==> src/rtl/uart_arb_pkg.sv <==
// Shared types and default sizing for the UART transmit-FIFO write-port arbiter.
package uart_arb_pkg;

  localparam int unsigned DEF_NUM_REQ     = 4;
  localparam int unsigned DEF_SIZE_DATA   = 9;
  localparam int unsigned DEF_TIMEOUT_CYC = 1024;

  typedef enum logic [0:0] {
    IDLE = 1'b0,
    XFER = 1'b1
  } state_e;

endpackage

==> src/rtl/rr_arbiter.sv <==
// Combinational round-robin pick: first set request at or after the pointer, one-hot.
module rr_arbiter #(
  parameter int unsigned N     = 4,
  parameter int unsigned PTR_W = 2
) (
  input  logic [N-1:0]     req,
  input  logic [PTR_W-1:0] ptr,
  output logic [N-1:0]     pick
);

  logic [N-1:0]   rot;
  logic [N-1:0]   first;
  logic [2*N-1:0] unrot;
  logic           found;

  // Rotate so the pointer sits at bit 0, take the lowest set bit, rotate back.
  always_comb begin
    rot   = N'({req, req} >> ptr);
    first = '0;
    found = 1'b0;
    for (int i = 0; i < N; i++) begin
      if (!found && rot[i]) begin
        first[i] = 1'b1;
        found    = 1'b1;
      end
    end
    unrot = {{N{1'b0}}, first} << ptr;
    pick  = unrot[N-1:0] | unrot[2*N-1:N];
  end

endmodule

==> src/rtl/uart_tx_arbiter.sv <==
// Packet-granular round-robin arbiter feeding one UART transmit FIFO write port.
// Optional idle-grant watchdog enabled by defining UART_TX_ARB_TIMEOUT_EN.
module uart_tx_arbiter
  import uart_arb_pkg::*;
#(
  parameter int unsigned NUM_REQ     = DEF_NUM_REQ,
  parameter int unsigned SIZE_DATA   = DEF_SIZE_DATA,
  parameter int unsigned TIMEOUT_CYC = DEF_TIMEOUT_CYC
) (
  input  logic                           i_clk,
  input  logic                           i_rst_n,
  input  logic [NUM_REQ-1:0]             i_req_valid,
  input  logic [NUM_REQ-1:0]             i_req_last,
  input  logic [NUM_REQ*SIZE_DATA-1:0]   i_req_data,
  output logic [NUM_REQ-1:0]             o_req_ready,
  input  logic                           i_fifo_full,
  output logic                           o_en_wr,
  output logic [SIZE_DATA-1:0]           o_data,
  output logic [NUM_REQ-1:0]             o_grant,
  output logic                           o_busy,
  output logic                           o_timeout
);

  localparam int unsigned PTR_W = (NUM_REQ > 1) ? $clog2(NUM_REQ) : 1;

  if (NUM_REQ < 1 || TIMEOUT_CYC < 1) begin : g_param_check
    $error("uart_tx_arbiter: NUM_REQ and TIMEOUT_CYC must be at least 1");
  end

  state_e             state_q, state_d;
  logic [PTR_W-1:0]   ptr_q, ptr_d;
  logic [NUM_REQ-1:0] grant_q, grant_d;
  logic [NUM_REQ-1:0] pick;
  logic [PTR_W-1:0]   gidx, gidx_next;
  logic               beat_last;
  logic               release_grant;

`ifdef UART_TX_ARB_TIMEOUT_EN
  localparam int unsigned WD_W = $clog2(TIMEOUT_CYC + 1);
  logic [WD_W-1:0] wd_q, wd_d;
  logic            timeout_q, timeout_d;
  logic            g_valid;
`endif

  rr_arbiter #(.N(NUM_REQ), .PTR_W(PTR_W)) u_rr (
    .req  (i_req_valid),
    .ptr  (ptr_q),
    .pick (pick)
  );

  // Owner index and write-port datapath, all gated by the one-hot grant.
  always_comb begin
    gidx   = '0;
    o_data = '0;
    for (int k = 0; k < NUM_REQ; k++) begin
      if (grant_q[k]) begin
        gidx   = PTR_W'(k);
        o_data = i_req_data[k*SIZE_DATA +: SIZE_DATA];
      end
    end
  end

  assign gidx_next   = (32'(gidx) == NUM_REQ - 1) ? '0 : gidx + PTR_W'(1);
  assign o_req_ready = (state_q == XFER && !i_fifo_full) ? grant_q : '0;
  assign o_en_wr     = |(i_req_valid & o_req_ready);
  assign beat_last   = |(i_req_valid & o_req_ready & i_req_last);
  assign o_grant     = grant_q;
  assign o_busy      = (state_q == XFER);

  // Next-state: grant on any request, release on last beat or watchdog expiry.
  always_comb begin
    state_d       = state_q;
    ptr_d         = ptr_q;
    grant_d       = grant_q;
    release_grant = 1'b0;
`ifdef UART_TX_ARB_TIMEOUT_EN
    wd_d      = wd_q;
    timeout_d = 1'b0;
    g_valid   = |(i_req_valid & grant_q);
`endif
    unique case (state_q)
      IDLE: begin
        if (|i_req_valid) begin
          state_d = XFER;
          grant_d = pick;
        end
      end
      XFER: begin
        if (beat_last) release_grant = 1'b1;
`ifdef UART_TX_ARB_TIMEOUT_EN
        // Only owner silence counts; a full FIFO is backpressure, not idleness.
        if (o_en_wr) begin
          wd_d = '0;
        end else if (!g_valid && !i_fifo_full) begin
          if (wd_q == WD_W'(TIMEOUT_CYC - 1)) begin
            wd_d          = '0;
            timeout_d     = 1'b1;
            release_grant = 1'b1;
          end else begin
            wd_d = wd_q + WD_W'(1);
          end
        end
`endif
      end
      default: state_d = IDLE;
    endcase
    if (release_grant) begin
      state_d = IDLE;
      grant_d = '0;
      ptr_d   = gidx_next;
    end
  end

  always_ff @(posedge i_clk or negedge i_rst_n) begin
    if (!i_rst_n) begin
      state_q <= IDLE;
      ptr_q   <= '0;
      grant_q <= '0;
    end else begin
      state_q <= state_d;
      ptr_q   <= ptr_d;
      grant_q <= grant_d;
    end
  end

`ifdef UART_TX_ARB_TIMEOUT_EN
  always_ff @(posedge i_clk or negedge i_rst_n) begin
    if (!i_rst_n) begin
      wd_q      <= '0;
      timeout_q <= 1'b0;
    end else begin
      wd_q      <= wd_d;
      timeout_q <= timeout_d;
    end
  end

  assign o_timeout = timeout_q;
`else
  assign o_timeout = 1'b0;
`endif

endmodule

==> config.mk <==
export PLATFORM = sky130hd
export DESIGN_NAME = uart_tx_arbiter
export DESIGN_NICKNAME = d
export VERILOG_FILES = /design/src/rtl/uart_arb_pkg.sv /design/src/rtl/rr_arbiter.sv /design/src/rtl/uart_tx_arbiter.sv
export SDC_FILE = /design/constraint.sdc
export NUM_CORES = 1
export LEC_CHECK = 0
export CORE_ASPECT_RATIO = 1.4
export CORE_MARGIN = 1.5
export CORE_UTILIZATION = 34
export DETAILED_ROUTE_END_ITERATION = 8
export MAX_ROUTING_LAYER = met4
export PLACE_DENSITY = 0.85
export SLEW_MARGIN = 30
export SYNTH_ARGS = -nofsm -noshare
export SYNTH_HDL_FRONTEND = slang
export SYNTH_SLANG_ARGS = --single-unit
==> constraint.sdc <==
create_clock -name i_clk -period 3.93 [get_ports i_clk]
set_clock_uncertainty 0.05 [all_clocks]
set_input_delay 0.5895 -clock i_clk [delete_from_list [all_inputs] [get_ports i_clk]]
set_output_delay 0.5895 -clock i_clk [all_outputs]
set_load 0.1 [all_outputs]
* Yosys cells after proc, flatten, opt, wreduce, memory -nomap -nowiden
Cells that the tools add are included.
** Operators by class
- Add/subtract/negate cells :: 1
- Eq/ne operators :: 2
- Shifts and indexed selects :: 2
- Multiplexer cells :: 23
- Bitwise gates (word level) :: 3
- Reduce and logical (&&, ||, !) cells :: 13
** Operators with widths (count)
- $mux W9 :: 4
- $mux W4 :: 4
- $mux W1 :: 12
- $reduce_or A4 Y1 :: 3
- $and A4 B4 Y4 :: 2
- $shl A4 B2 Y8 :: 1
- $shr A8 B2 Y4 :: 1
- $mux W2 :: 3
- $logic_and A1 B1 Y1 :: 4
- $logic_not A1 Y1 :: 4
- $or A4 B4 Y4 :: 1
- $add A2 B1 Y2 const B :: 1
- $eq A2 B2 Y1 const B :: 1
- $ne A2 B1 Y1 const B :: 1
- $reduce_and A2 Y1 :: 1
- $reduce_bool A2 Y1 :: 1
** Storage, ports and cells
- Register bits :: 7
- Input bits :: 47
- Output and inout bits :: 20
- Logic and storage cells :: 47

* Depth between registers and ports, before layout
Gate-level depths: netlist of the first run.
- Depth after elaboration :: 16
- Mapped depth :: 5

* Modules after synthesis
A second synthesis of the first run with hierarchy kept.
** Second synthesis, totals
- Cells, all modules :: 104
- Area, all modules :: 778.2 um^2
** Modules (own cells, without submodules)
- uart_tx_arbiter :: times used 1, cells an instance 85, area each 666.9 um^2
- rr_arbiter :: times used 1, cells an instance 19, area each 111.4 um^2

* Worst setup path after synthesis of the first run
Ideal clock, no wire load.
- Kind :: reg-to-output
- From :: register grant_q[1], in the netlist o_grant[1]
- To :: output o_data[1]
- Arrival time :: 3.736 ns
- Required time :: 3.290 ns
- Path slack :: -0.445 ns
- Stages on the path, launching flop included :: 5
- Cells stage by stage :: dfrtp_1 > buf_2 > buf_2 > a221oi_1 > o31ai_1
** Between the ends
- Cells in the longest elaborated chain, start to end :: 3
** RTL lines
- start, declared :: RTL line uart_tx_arbiter.sv:32 : logic [NUM_REQ-1:0] grant_q, grant_d;
- start signal, assigned :: RTL line uart_tx_arbiter.sv:122 : grant_q <= grant_d;
- $mux W9 (3 in a row) :: RTL line uart_tx_arbiter.sv:56 : if (grant_q[k]) begin
- end, declared :: RTL line uart_tx_arbiter.sv:18 : output logic [SIZE_DATA-1:0] o_data,
Every way passes these cells.

* Worst setup path after layout of the first run
- From :: register grant_q[1], in the netlist o_grant[1]
- To :: output o_grant[1]
** RTL lines
- end, declared :: RTL line uart_tx_arbiter.sv:19 : output logic [NUM_REQ-1:0] o_grant,
No word-level cell between the ends.

==> results of run 1 <==
==> Yosys cell counts (all sizes together) (2+ instances only) <==
master / instances / area [um^2]
inv: 4 / 15.01
nand3: 4 / 30.03
o22ai: 2 / 12.51
o21ai: 6 / 30.03
a221oi: 8 / 70.07
a21oi: 5 / 25.02
and2: 3 / 18.77
nor2b: 7 / 43.79
o2bb2ai: 2 / 17.52
clkbuf: 4 / 15.01
o31ai: 8 / 60.06
nor2: 10 / 37.54
nand2: 10 / 37.54
dfrtp: 7 / 175.2
buf: 5 / 27.53
a22oi: 2 / 15.01
==> layout make-up <==
| class | instances | area [um^2] |
|---|---|---|
| fillers | 199 | 719.4 |
| repair buffers | 65 | 613.1 |
| multi-input cells | 84 | 599.3 |
| flip-flops and latches | 7 | 175.2 |
| well taps | 22 | 27.53 |
| clock buffers | 3 | 22.52 |
| inverters | 4 | 15.01 |
| clock inverters | 1 | 5.005 |
==> metrics by stage <==
stage / total power, mW / setup WS (ps) / cell area, um^2
global placement: 1.232 / 1420 / 1430
CTS: 1.310 / 1123 / 1458
floorplan: 1.019 / 242.1 / 832.0
finish: 1.302 / 1131 / 1458
global route: 1.360 / 1034 / 1458
detailed placement: 1.240 / 1405 / 1430
==> flip-flops by register name, summed over array words and instances (netlist names) <==
| signal | flops |
|---|---|
| o_grant | 4 |
| ptr_q | 2 |
| o_busy | 1 |
==> final timing paths <==
path                              end  cells past startpoint  slack [ps]  startpoint
setup / recovery           o_grant[1]                      1        1130  o_grant[1]
hold / removal             o_grant[1]                      1         550     i_rst_n
setup reg to reg             ptr_q[0]                      3        1940  o_grant[3]
hold reg to reg              ptr_q[0]                      1         650    ptr_q[0]
max in group asynchronous  o_grant[0]                      1        3040     i_rst_n
min in group i_clk           ptr_q[0]                      1         650    ptr_q[0]
==> cells by family (layout without fill, tap and decap cells) <==
logic type / after synthesis / in the layout / share of synthesized area (%)
other: 1 / 1 / 0.4735
AOI/OAI and AO/OA: 41 / 41 / 39.65
DFF: 7 / 7 / 22.12
xor gates and xnor gates: 1 / 1 / 1.106
buffers and inverters: 13 / 73 / 7.266
muxes: 2 / 2 / 3.159
and+or+nand+nor: 39 / 39 / 26.23
==> metal layers <==
| metal | share of wire (%) | wire (um) |
|---|---|---|
| met1 | 44 | 1304 |
| met2 | 47 | 1408 |
| met3 | 8.7 | 260 |
| met4 | 0.47 | 14 |
| met5 | 0 | 0 |
==> power by group through the flow <==
stage / Sequential (mW) / Clock (mW) / Combinational (mW)
after floorplan: 0.228 / 0 / 0.791
after global placement: 0.179 / 0 / 1.05
after detailed placement: 0.181 / 0 / 1.06
after CTS: 0.181 / 0.0672 / 1.06
after global routing: 0.191 / 0.0728 / 1.10
final: 0.181 / 0.0659 / 1.06
==> flow_summary.json, run 1 <==
{
  "result_of_the_run": "finished, final reports clean",
  "routabilityCongestion": 0.8247,
  "pin_count_of_the_biggest_net_entering_global_routing": 26,
  "timing.critical_path.cells": "clkdlybuf4s50_1",
  "sequential_to_total_area_share_from_yosys_stat_pct": 22.12,
  "finalSetupViolations": 0,
  "syn-num-nets": 151,
  "crit_path_max_fanout": 18,
  "avgRoutedWirePerCell_um": 16.06,
  "power.share.switching_pct": 69.15,
  "first_global_vias": 1028,
  "totalWireLength_mm": 2.988,
  "die_width_um": 43.79,
  "dp.final_hpwl_mm": 2.346,
  "finalNetCount": 212,
  "crit_path_top_delay_cell": "sky130_fd_sc_hd__clkdlybuf4s50_1",
  "intPower_mw": 0.4016,
  "groute.layer.met1.usage_pct": 31.38,
  "max_cap_violations": 0,
  "hold_class": "input port to async pin",
  "required_ps": 3290,
  "max_stage_delay_ps": 1240,
  "dominantRegCellSynth": "sky130_fd_sc_hd__dfrtp_1",
  "endpoint_kind": "output pin",
  "detail_route.first_pass.iterations": 4,
  "p_leak_nw": 0.5668,
  "antenna_found_initial": 0,
  "postSynthCellCount": 104,
  "fin_util_pct": 66.95,
  "placedCellCount": 182,
  "layout_area_growth_over_synthesis_pct": 84.04,
  "htree_num_levels": 1,
  "most-common-layout-cells": "sky130_fd_sc_hd__clkdlybuf4s50_1, sky130_fd_sc_hd__buf_4, sky130_fd_sc_hd__nand2_1, sky130_fd_sc_hd__nor2_1",
  "syn_avg_cell_area_um2": 7.615,
  "sequentialPowerShare_pct": 13.9,
  "post_cts_hold_buffer_count": 0,
  "cts_num_sinks": 7,
  "total_drc_errors_in_the_routed_layout": 0,
  "hold_violations": 0,
  "netlist-cell-type-count": 36,
  "drive_above_1_share_pct": 20.12,
  "clock_power_share_pct": 5.1,
  "clock_tree_from_tritoncts": "yes",
  "tns_ps": 0,
  "crit_family": "buffers and inverters",
  "first_drt_iteration_drcs": 28,
  "clkTransAtPathRegs_ps": 60,
  "grt_met2_use_pct": 38.66,
  "cts_buffers": 3,
  "grt_util_all_layers_pct": 23.88,
  "core_area_um2": 2177,
  "avgViaCountPerCell": 5.554,
  "floorplan.io_pins": 67,
  "globalRoute.totalOverflow": 0,
  "core.rowCount": 20,
  "critical_path.n_buffers_inverters": 1,
  "fp.dieH_um": 60.11,
  "grt_first_pass_wirelength_mm": 4.678,
  "power_frac_comb_pct": 81.1,
  "grtUsageMet3_pct": 3.625,
  "io_buffer_count": 65,
  "grt_setup_unrepaired": "no",
  "critical_path.startpoint_type": "register",
  "timing.hold.ws_ps": 546.0,
  "tightestPinTransition_ps": 987.4,
  "post_cts_setup_buffer_count": 0,
  "power_density_nw_per_um2": 893.1,
  "max-slew-margin-rel_pct": 33.97,
  "final_common_cell": "sky130_fd_sc_hd__clkdlybuf4s50_1",
  "clock-root-buffer": "sky130_fd_sc_hd__clkbuf_4",
  "drt.antenna.violating_nets": 0,
  "cts_max_path_buffers": 2,
  "clkLatencyLatePin_ps": 250,
  "syn-cell-area_um2": 792.0,
  "yosys_register_bits": 7,
  "final-instance-count-excl-fill": 186,
  "critPathArrivalTime_ps": 2160,
  "timing.fmax_mhz": 357.3,
  "worst-setup-path-type": "register to output pin",
  "detailroute.via_count": 1033,
  "number_of_flops_mapped_to_enable_cells_by_yosys": 0,
  "drv_slew": 0,
  "number_of_antenna_cells_inserted": 0,
  "period_share_pct": 71.23,
  "synthesis.yosys.warnings": 0,
  "cts_resized": 0,
  "grt_most_used_layer": "met2",
  "power.ir.vdd_worst_v": 0.0005995,
  "initial_utilization_pct": 36.38,
  "synth-async-reset-ratio_pct": 100.0,
  "fin_crit_ps": 2799,
  "p_switching_mw": 0.9003,
  "dieArea_um2": 2632
}
No activity file was read; power rests on OpenSTA's default activity.
==> inputs of run 2 (changes only) <==
--- a/config.mk
+++ b/config.mk
@@ -7,10 +7,10 @@
 export LEC_CHECK = 0
 export CORE_ASPECT_RATIO = 1.4
 export CORE_MARGIN = 1.5
-export CORE_UTILIZATION = 34
+export CORE_UTILIZATION = 29
 export DETAILED_ROUTE_END_ITERATION = 8
 export MAX_ROUTING_LAYER = met4
-export PLACE_DENSITY = 0.85
+export PLACE_DENSITY = 0.77
 export SLEW_MARGIN = 30
 export SYNTH_ARGS = -nofsm -noshare
 export SYNTH_HDL_FRONTEND = slang
==> constraint.sdc (replaced) <==
create_clock -name i_clk -period 2.3 [get_ports i_clk]
set_clock_uncertainty 0.05 [all_clocks]
set_input_delay 0.345 -clock i_clk [delete_from_list [all_inputs] [get_ports i_clk]]
set_output_delay 0.345 -clock i_clk [all_outputs]
set_load 0.1 [all_outputs]
==> flow_summary.json, run 2 (same netlist as run 1, synthesis figures left out) <==
{
  "worst_r2r_startpoint": "o_grant[3]",
  "number_of_antenna_cells_inserted": 0,
  "critPathArrivalTime_ps": 1790,
  "clkTransAtPathRegs_ps": 60,
  "cts_max_path_buffers": 2,
  "tightestPinTransition_ps": 510.6,
  "core_area_um2": 2615,
  "timing.hold.ws_ps": 290.9,
  "dp.final_hpwl_mm": 2.694,
  "totalWireLength_mm": 3.311,
  "globalRoute.totalOverflow": 0,
  "detailroute.via_count": 1119,
  "max-slew-margin-rel_pct": 65.96,
  "post_cts_hold_buffer_count": 0,
  "drv_slew": 0,
  "avgRoutedWirePerCell_um": 16.39,
  "cts_num_sinks": 7,
  "grt_first_pass_wirelength_mm": 4.843,
  "finalSetupViolations": 0,
  "place_area_um2": 1744,
  "largest_register_ffs": 4,
  "max_cap_violations": 0,
  "drt.antenna.violating_nets": 0,
  "clock_power_share_pct": 4.1,
  "total_drc_errors_in_the_routed_layout": 0,
  "layout_area_growth_over_synthesis_pct": 123.7,
  "htree_num_levels": 1,
  "endpoint_of_the_worst_register_to_register_path": "ptr_q[0]",
  "result_of_the_run": "finished, final reports clean",
  "first_drt_iteration_drcs": 20,
  "routabilityCongestion": 0.8246,
  "initial_utilization_pct": 30.29,
  "p_leak_nw": 0.6322,
  "power_density_nw_per_um2": 1578,
  "pin_count_of_the_biggest_net_entering_global_routing": 22,
  "antenna_found_initial": 0,
  "fin_crit_ps": 2190,
  "required_ps": 1900,
  "clkLatencyLatePin_ps": 260,
  "crit_start": "o_grant[1]",
  "detail_route.first_pass.iterations": 4,
  "cp-endpoint": "o_data[1]",
  "worst-setup-path-type": "register to output pin",
  "power_frac_comb_pct": 84.1,
  "finalNetCount": 214,
  "hold_class": "input port to async pin",
  "clock_tree_from_tritoncts": "yes",
  "hold_violations": 0,
  "core.rowCount": 22,
  "cts_resized": 0,
  "tns_ps": 0,
  "cts_buffers": 3,
  "final_common_cell": "sky130_fd_sc_hd__clkdlybuf4s50_1",
  "power.ir.vdd_worst_v": 0.001006,
  "first_global_vias": 1086,
  "die_width_um": 47.17,
  "timing.fmax_mhz": 456.7,
  "timing.reg2reg.setup_slack_ps": 570,
  "intPower_mw": 1.097,
  "sequentialPowerShare_pct": 11.8,
  "io_buffer_count": 65,
  "period_share_pct": 95.20,
  "drive_above_1_share_pct": 28.31,
  "grt_util_all_layers_pct": 22.01,
  "postLayoutCellArea_um2": 1772,
  "grt_setup_unrepaired": "no",
  "avgViaCountPerCell": 5.540,
  "p_switching_mw": 1.699,
  "dieArea_um2": 3058,
  "fin_util_pct": 67.75,
  "floorplan.io_pins": 67,
  "critical_path.startpoint_type": "register",
  "endpoint_kind": "output pin",
  "fp.dieH_um": 64.84,
  "ff2ff_path_depth": 3,
  "post_cts_setup_buffer_count": 0,
  "crit_path_max_fanout": 18,
  "clock-root-buffer": "sky130_fd_sc_hd__clkbuf_4",
  "power.share.switching_pct": 60.77,
  "fillerInstances": 206,
  "most-common-layout-cells": "sky130_fd_sc_hd__clkdlybuf4s50_1, sky130_fd_sc_hd__buf_12, sky130_fd_sc_hd__nand2_1"
}
[run 2: worst min-delay path by stage]
stage             from         end  slack (ps)  cells after the start
5_1_grt        i_rst_n  o_grant[1]         300                      1
6_report       i_rst_n    ptr_q[0]         290                      1
4_1_cts        i_rst_n  o_grant[1]         290                      1
3_5_place_dp   i_rst_n  o_grant[1]         570                      1
3_3_place_gp   i_rst_n  o_grant[1]         570                      1
2_1_floorplan  i_rst_n      o_busy        -0.6                      0
[run 2: cell type report]
class                      count  area (um^2)  share of cell area [%]
timing repair buffer          67        805.8                   45.48
clock inverter                 1        5.005                  0.2825
clock buffer                   3        22.52                   1.271
tap                           36        45.04                   2.542
multi-input combinational     84        694.4                   39.19
sequential                     7        183.9                   10.38
inverter                       4        15.01                  0.8475
[run 2: per-stage QoR]
stage | power [mW] | setup slack, ps | cells
floorplan | 1.917 | -119.5 | 104
CTS | 2.813 | 88.20 | 202
finish | 2.796 | 110.5 | 202
global route | 2.884 | 45.17 | 202
detailed placement | 2.694 | 321.4 | 198
global placement | 2.660 | 383.9 | 198
[run 2: layer usage]
layer  wire (um)  global-route usage [%]
met4          65                   7.639
met2        1636                   37.67
met5           0                       -
met3         359                   6.128
met1        1249                   23.20
[run 2: power groups by stage]
stage | clock network, mW | registers, mW | logic, mW
finish | 0.115 | 0.330 | 2.35
global placement | 0 | 0.326 | 2.33
detailed placement | 0 | 0.330 | 2.36
floorplan | 0 | 0.401 | 1.52
CTS | 0.120 | 0.327 | 2.37
global route | 0.128 | 0.341 | 2.42
[run 2: worst max-delay path, stage by stage, from the launching register on]
cell and delay [ps]:
sky130_fd_sc_hd__dfrtp_4 550, sky130_fd_sc_hd__nor2b_1 70, sky130_fd_sc_hd__buf_4 170, sky130_fd_sc_hd__a221oi_1 430
sky130_fd_sc_hd__o31ai_4 130, sky130_fd_sc_hd__buf_12 180
==> inputs of run 3 (changes only) <==
--- a/config.mk
+++ b/config.mk
@@ -10,7 +10,7 @@
 export CORE_UTILIZATION = 29
 export DETAILED_ROUTE_END_ITERATION = 8
 export MAX_ROUTING_LAYER = met4
-export PLACE_DENSITY = 0.77
+export PLACE_DENSITY = 0.88
 export SLEW_MARGIN = 30
 export SYNTH_ARGS = -nofsm -noshare
 export SYNTH_HDL_FRONTEND = slang
==> flow_summary.json, run 3 (same netlist as run 1, synthesis figures left out) <==
{
  "htree_num_levels": 1,
  "initial_utilization_pct": 30.29,
  "antenna_found_initial": 0,
  "drive_above_1_share_pct": 28.31,
  "clkLatencyLatePin_ps": 250,
  "drv_slew": 0,
  "finalNetCount": 214,
  "worst_r2r_startpoint": "o_grant[3]",
  "power.ir.vdd_worst_v": 0.001011,
  "globalRoute.totalOverflow": 0,
  "core.rowCount": 22,
  "number_of_antenna_cells_inserted": 0,
  "critPathArrivalTime_ps": 1850,
  "avgRoutedWirePerCell_um": 16.93,
  "tns_ps": 0,
  "avgViaCountPerCell": 5.594,
  "tightestPinTransition_ps": 522.0,
  "core_area_um2": 2615,
  "crit_path_max_fanout": 18,
  "first_global_vias": 1118,
  "detail_route.first_pass.iterations": 4,
  "most-common-layout-cells": "sky130_fd_sc_hd__clkdlybuf4s50_1, sky130_fd_sc_hd__buf_12, sky130_fd_sc_hd__nand2_1",
  "clkTransAtPathRegs_ps": 50,
  "fp.dieH_um": 64.84,
  "cts_num_sinks": 7,
  "dieArea_um2": 3058,
  "clock_tree_from_tritoncts": "yes",
  "max-slew-margin-rel_pct": 65.20,
  "grt_setup_unrepaired": "yes",
  "total_drc_errors_in_the_routed_layout": 0,
  "floorplan.io_pins": 67,
  "largest_register_ffs": 4,
  "detailroute.via_count": 1130,
  "drt.antenna.violating_nets": 0,
  "fin_crit_ps": 2248,
  "grt_first_pass_wirelength_mm": 4.968,
  "cts_buffers": 3,
  "layout_area_growth_over_synthesis_pct": 124.3,
  "finalSetupViolations": 0,
  "total_power_mw": 2.810,
  "dp.final_hpwl_mm": 2.822,
  "period_share_pct": 97.73,
  "crit_start": "o_grant[1]",
  "critical_path.startpoint_type": "register",
  "worst-setup-path-type": "register to output pin",
  "grt_util_all_layers_pct": 22.89,
  "max_cap_violations": 0,
  "clock-root-buffer": "sky130_fd_sc_hd__clkbuf_4",
  "hold_class": "input port to async pin",
  "hold_violations": 0,
  "routabilityCongestion": 0.9148,
  "timing.fmax_mhz": 444.9,
  "first_drt_iteration_drcs": 39,
  "cts_max_path_buffers": 2,
  "final_common_cell": "sky130_fd_sc_hd__clkdlybuf4s50_1",
  "pin_count_of_the_biggest_net_entering_global_routing": 21,
  "totalWireLength_mm": 3.419,
  "result_of_the_run": "finished, final reports clean",
  "die_width_um": 47.17,
  "required_ps": 1900,
  "power_density_nw_per_um2": 1582,
  "fillerInstances": 195,
  "endpoint_kind": "output pin",
  "p_leak_nw": 0.6318,
  "io_buffer_count": 65
}
## run 3: final timing paths
kind | end | slack [ps] | cells past startpoint
setup / recovery | o_data[4] | 50 | 5
hold / removal | ptr_q[0] | 300 | 1
setup reg to reg | ptr_q[0] | 600 | 3
hold reg to reg | o_busy | 630 | 2
max in group asynchronous | o_grant[1] | 1640 | 1
min in group i_clk | o_busy | 630 | 2
## run 3: power breakdown
group | switching (mW) | internal (mW)
clock | 0.0459 | 0.0662
combinational | 1.50 | 0.867
sequential | 0.160 | 0.170
## run 3: layout make-up
cell class,count,area (um^2),area share (%)
sequential,7,183.9,10.35
clock buffer,4,26.28,1.479
multi-input combinational,84,700.7,39.44
tap,36,45.04,2.535
timing repair buffer,67,805.8,45.35
inverter,4,15.01,0.8451
## run 3: critical path, stage by stage, from the launching register on
cell,delay [ps]
sky130_fd_sc_hd__dfrtp_4,540
sky130_fd_sc_hd__nor2b_1,80
sky130_fd_sc_hd__buf_4,170
sky130_fd_sc_hd__a221oi_1,480
sky130_fd_sc_hd__o31ai_4,140
sky130_fd_sc_hd__buf_12,190
## run 3: repair_timing
action,4_1_cts,5_1_grt
buffers inserted,0,0
setup endpoints to repair,0,1
hold buffers,0,0
resized for setup,0,1
## run 3: routing by layer
metal / vias up / routed length [um] / track usage, % / share of wire (%)
met5: - / 0 / - / 0
met4: 0 / 63 / 9.722 / 1.8
met1: 532 / 1170 / 23.20 / 34
li1: 514 / - / - / -
met2: 74 / 1791 / 39.73 / 52
met3: 10 / 393 / 5.571 / 11
## run 3: through the flow
step                      instances  utilization (%)  setup WS (ps)  cell area, um^2  hold WS, ps
final                           202            67.94          52.22             1777        297.7
after global routing            202            67.94         -76.12             1777        311.0
after CTS                       202            67.70          75.05             1770        310.9
after detailed placement        198            66.70          309.8             1744        575.7
after global placement          198            66.70          371.8             1744        563.2
after floorplan                 104                -         -119.5            949.7      -0.5911
